--- src/rtl/wino_btdb_stream.sv ---
// Streaming Winograd F(2,3) input transform (BT*D*B), one tile row per beat.
// Two-stage tile buffer: the load stage collects rows, and the drain stage emits the transformed rows.
module wino_btdb_stream #(
  parameter int DATA_WIDTH = 18,
  parameter int OUT_WIDTH  = DATA_WIDTH + 2
) (
  input  logic                   clk,
  input  logic                   rst,
  input  logic                   in_valid,
  output logic                   in_ready,
  input  logic                   in_mode,
  input  logic [4*DATA_WIDTH-1:0] in_row,
  output logic                   out_valid,
  input  logic                   out_ready,
  output logic [4*OUT_WIDTH-1:0] out_row,
  output logic                   out_last,
  output logic                   out_mode
);

  localparam int DW = DATA_WIDTH;
  localparam int OW = OUT_WIDTH;

  logic signed [OW-1:0] load_buf_reg  [4][4];
  logic signed [OW-1:0] drain_buf_reg [4][4];
  logic [1:0]           load_cnt_reg;
  logic                 load_mode_reg;
  logic                 load_full_reg;
  logic                 ready_en_reg;
  logic [1:0]           drain_cnt_reg;
  logic                 drain_mode_reg;
  logic                 drain_valid_reg;

  logic signed [OW-1:0] in_ext [4];
  logic signed [OW-1:0] src    [4][4];
  logic signed [OW-1:0] row_t  [4][4];
  logic signed [OW-1:0] col_t  [4][4];

  logic       accept;
  logic       tile_done;
  logic       drain_last;
  logic       drain_free;
  logic       xfer;
  logic       load_mode_eff;
  logic [1:0] load_last_idx;

  assign drain_last    = drain_cnt_reg == (drain_mode_reg ? 2'd2 : 2'd3);
  assign drain_free    = !drain_valid_reg || (out_ready && drain_last);
  assign in_ready      = ready_en_reg && (!load_full_reg || drain_free);
  assign accept        = in_valid && in_ready;
  assign load_mode_eff = (load_cnt_reg == 2'd0) ? in_mode : load_mode_reg;
  assign load_last_idx = load_mode_eff ? 2'd2 : 2'd3;
  assign tile_done     = accept && !load_full_reg && (load_cnt_reg == load_last_idx);
  assign xfer          = (load_full_reg || tile_done) && drain_free;

  // A tile whose last row arrives this cycle bypasses straight into the transform,
  // so a drain that is just emptying never sees a bubble.
  genvar gi, gj;
  generate
    for (gi = 0; gi < 4; gi++) begin : g_col
      assign in_ext[gi] = {{(OW-DW){in_row[gi*DW+DW-1]}}, in_row[gi*DW +: DW]};
      for (gj = 0; gj < 4; gj++) begin : g_src
        assign src[gj][gi] = (accept && !load_full_reg && load_cnt_reg == 2'(gj)) ?
                             in_ext[gi] : load_buf_reg[gj][gi];
      end
      assign row_t[0][gi] = load_mode_reg ? src[0][gi] + src[1][gi] : src[0][gi] - src[2][gi];
      assign row_t[1][gi] = load_mode_reg ? src[1][gi] - src[0][gi] : src[1][gi] + src[2][gi];
      assign row_t[2][gi] = load_mode_reg ? src[2][gi] - src[0][gi] : src[2][gi] - src[1][gi];
      assign row_t[3][gi] = src[1][gi] - src[3][gi];
    end
    for (gi = 0; gi < 4; gi++) begin : g_row
      assign col_t[gi][0] = row_t[gi][0] - row_t[gi][2];
      assign col_t[gi][1] = row_t[gi][1] + row_t[gi][2];
      assign col_t[gi][2] = row_t[gi][2] - row_t[gi][1];
      assign col_t[gi][3] = row_t[gi][1] - row_t[gi][3];
      assign out_row[gi*OW +: OW] = drain_valid_reg ? drain_buf_reg[drain_cnt_reg][gi] : '0;
    end
  endgenerate

  assign out_valid = drain_valid_reg;
  assign out_last  = drain_valid_reg && drain_last;
  assign out_mode  = drain_mode_reg;

  always_ff @(posedge clk) begin
    if (accept) begin
      for (int j = 0; j < 4; j++) load_buf_reg[load_cnt_reg][j] <= in_ext[j];
    end
    if (xfer) drain_buf_reg <= col_t;
  end

  always_ff @(posedge clk) begin
    if (rst) begin
      ready_en_reg    <= 1'b0;
      load_cnt_reg    <= 2'd0;
      load_mode_reg   <= 1'b0;
      load_full_reg   <= 1'b0;
      drain_cnt_reg   <= 2'd0;
      drain_mode_reg  <= 1'b0;
      drain_valid_reg <= 1'b0;
    end else begin
      ready_en_reg  <= 1'b1;
      load_full_reg <= (load_full_reg || tile_done) && !xfer;
      if (accept) begin
        if (load_cnt_reg == 2'd0) load_mode_reg <= in_mode;
        load_cnt_reg <= (load_cnt_reg == load_last_idx) ? 2'd0 : load_cnt_reg + 2'd1;
      end
      if (xfer) begin
        drain_mode_reg  <= load_mode_reg;
        drain_cnt_reg   <= 2'd0;
        drain_valid_reg <= 1'b1;
      end else if (drain_valid_reg && out_ready) begin
        if (drain_last) begin
          drain_valid_reg <= 1'b0;
          drain_cnt_reg   <= 2'd0;
        end else begin
          drain_cnt_reg <= drain_cnt_reg + 2'd1;
        end
      end
    end
  end

endmodule
--- config.mk ---
export PLATFORM = sky130hd
export DESIGN_NAME = wino_btdb_stream
export DESIGN_NICKNAME = d
export VERILOG_FILES = /design/src/rtl/wino_btdb_stream.sv
export SDC_FILE = /design/constraint.sdc
export NUM_CORES = 2
export LEC_CHECK = 0
export ABC_AREA = 1
export CAP_MARGIN = 20
export CORE_ASPECT_RATIO = 1.5
export CORE_UTILIZATION = 51
export CTS_BUF_LIST = sky130_fd_sc_hd__clkbuf_2 sky130_fd_sc_hd__clkbuf_4 sky130_fd_sc_hd__clkbuf_8
export DETAILED_ROUTE_END_ITERATION = 6
export PLACE_DENSITY = 0.79
export SLEW_MARGIN = 15
export SYNTH_ARGS = -nofsm -noshare
export SYNTH_HDL_FRONTEND = slang
export SYNTH_SLANG_ARGS = --single-unit
--- constraint.sdc ---
create_clock -name clk -period 31.6 [get_ports clk]
set_input_delay 3.16 -clock clk [delete_from_list [all_inputs] [get_ports clk]]
set_output_delay 3.16 -clock clk [all_outputs]
set_load 0.03 [all_outputs]
==> run metrics <==
DR vias 55800; Largest register FFs 316; final layout net count 8487; reg2reg path depth 31; Die H 413 um; Final Worst Setup Slack 21.33 ns; HPWL Detailed 205000 um; largest net degree at the start of global routing 168; P&R area growth vs syn 9.26%; Slowest-stage cell, CP o21ai_0; fmax 0.0974 GHz; vias per cell 5.99; Yosys top cell area share 0.316; commonest non-fill, non-tap cell in the layout nand2_1; total number of H-tree levels 3; number of synthesis warnings 0; register area share after synthesis 0.319; Pleak 0.0288 uW; clock buffer depth 3; area of the multi-input gates 34500 um^2; Num CTS Buffers 93; first-pass GRT wire length 347000 um; met2 Usage GRT 0.611; input/output buffers 160; # Max-Cap Violations 0; post-synthesis simple-gate area fraction 0.214; Post-route DRC 0; Worst-Skew Late Latency 0.85 ns; DR WL/cell 26.6 um; gr usage total 0.430; slew of the pin with the lowest slew margin 1.34 ns; number of global-route vias before repair 51300; num rows 150; Core ar. 111000 um^2; CTS clock-pin slew for the worst setup and hold paths 0.06 ns; PD cells 65.2 nW/um^2; Slew Limit Fails 0; Syn Area/Cell 7.50 um^2; Setup CP Type in2reg; RR Endpoint drain_buf_reg[118]$_DFFE_PP_; initial drt markers 7146; Post-Synth Adder-Cell Area 0.145; Die Wd 276 um; EDFF count, synth 604; Remaining Overflow, GRT 0; Synth Flop Type edfxtp_1; max incr delay on CP 0.66 ns; Synth Net Count 8350; Worst setup EP type flop; kind of cell adding the most delay to the critical path compound AO/OA/AOI/OAI gates; Fin. Hold Viols 0; FF+latch count, synth 613; io pins 161; Hold Path Class reg2reg; CTS Sinks 613; clk_skew 0.0876 ns; CP max FO 67; relative slew slack 0.0970; initial antenna violation count 11; fill cell count 10700; post-synthesis cell count 7647; Reg area 18300 um^2; ys async rst share 0; Synth Cell Area 57300 um^2; final period utilization 0.325; mux contribution to synthesized area 0.00118; layout cells sized above 1 0.0475; DP Worst Slack 20.76 ns; GRT Max-Usage Layer met2; Post-CTS Hold Buffers 0; cts repair resizes 0; Buf+Inv Stages, Crit Path 6; R2R setup slack 23.74 ns; Unique masters post-synth 59; top cells by area, synth edfxtp_1 32%, ha_1 12%, nand2_1 10%, inv_1 6.5%, o21ai_0 6.4%; compound-cell area share of the yosys netlist 0.163; VDD IR-drop max 0.0456 mV; Hold EP load_cnt_reg[1]$_SDFFE_PP0P_; fin crit period 10.27 ns; cell with the most instances on the worst path o21ai_0; commonest cells after routing, fill and taps aside 1596 x nand2_1, 995 x inv_1, 744 x nor2_1, 725 x o21ai_0, 645 x a21oi_1; min-delay src load_cnt_reg[1]$_SDFFE_PP0P_; met1 usage 0.582; Setup TNS 0 ns; grt met3 use 0.0958; XOR/XNOR share of the synthesized area 0.0774; Root Buffer clkbuf_8; CP Launch Type input pin; Die Area 114000 um^2; WHS Path Cells 2; Initial Util 0.514; CTS tree built; FF-to-FF Start load_cnt_reg[1]$_SDFFE_PP0P_; Arrival @ worst endpoint 10.84 ns; Final ANT Viol Nets 0; largest area contributor in the netlist edfxtp_1; Critical Path RT 32.17 ns; post-CTS setup buffer count 0; final setup fails 0; largest family of logic cells by synthesized area simple AND/OR/NAND/NOR gates; RSZ-0062 raised after global routing false; DRT Wirelength 248000 um; gp weighted congestion 1.09; router iterations before antenna repair 7; status complete, no violations
stage by stage:
step	utilization	std cells	total power, uW	hold slack (ns)	area (um^2)
finish	0.562	9309	4080	0.567	62700
global route	0.562	9301	4260	0.603	62600
CTS	0.562	9300	3980	0.572	62600
detailed placement	0.544	9133	3280	0.566	60700
global placement	0.544	9132	3270	0.529	60700
floorplan	-	7647	2500	0.508	57300
cell families after synthesis:
| logic type | count (synthesis) |
|---|---|
| fa+ha+maj | 626 |
| buf+inv | 1210 |
| xor+xnor | 505 |
| compound gates | 1724 |
| flops | 613 |
| simple gates | 2963 |
| mux | 6 |
worst max path at each step:
stage / from / end / slack, ns / depth (start not counted)
finish: in_valid / drain_buf_reg[118]$_DFFE_PP_ / 21.33 / 30
global route: in_valid / drain_buf_reg[118]$_DFFE_PP_ / 20.82 / 30
CTS: in_valid / drain_buf_reg[118]$_DFFE_PP_ / 21.63 / 30
detailed placement: in_valid / drain_buf_reg[118]$_DFFE_PP_ / 20.76 / 30
global placement: in_valid / drain_buf_reg[118]$_DFFE_PP_ / 20.92 / 30
floorplan: in_mode / out_mode$_SDFFE_PP0P_ / 13.62 / 7
synth_stat cells, types with 5 or more instances:
cell type,count
xor2_1,374
nor4_1,29
a21oi_1,645
a21boi_0,23
or2_2,76
clkbuf_1,168
o21a_1,55
a221oi_1,5
o211ai_1,25
and2_1,8
nand3b_1,20
o21ai_2,11
o31ai_1,20
o21bai_1,31
inv_1,997
o21ai_1,61
xnor2_1,129
nand2_1,1597
a21o_1,37
ha_1,560
nand3_1,311
a211oi_1,14
fa_1,66
nor3_1,66
buf_1,14
nand4_1,86
nor2_1,750
edfxtp_1,604
buf_2,11
a31oi_1,47
o21ai_0,728
o2111ai_1,9
dfxtp_1,9
mux2_2,6
inv_2,12
final cells by class:
class	instances	area share
sequential	613	0.293
clock inverter	56	0.00809
tap	1444	0.0288
inverter	1010	0.0606
multi-input combinational	5824	0.551
clock buffer	111	0.0227
antenna	9	0.000359
timing repair buffer	242	0.0356
worst register-to-register path: cells and delay by family, from the launching register on:
| kind | cells | cell delay (ns) |
|---|---|---|
| AND/OR/NAND/NOR | 9 | 0.96 |
| flip-flops | 1 | 0.33 |
| buffers and inverters | 7 | 1.54 |
| adder cells (fa/ha/maj) | 3 | 0.99 |
| AO/OA/AOI/OAI | 10 | 3.10 |
| XOR/XNOR | 2 | 0.72 |
metal layers:
metal | part of all wire | vias to the layer above
met3 | 0.10 | 578
met5 | 0.00031 | -
met2 | 0.41 | 3018
met4 | 0.074 | 10
li1 | - | 25900
met1 | 0.41 | 26300
report_power, final:
part	switching, uW	total (uW)	internal (uW)
clock	339	705	367
sequential	8.60	1050	1040
combinational	1630	2330	704
(Power assumes the default switching activity.)
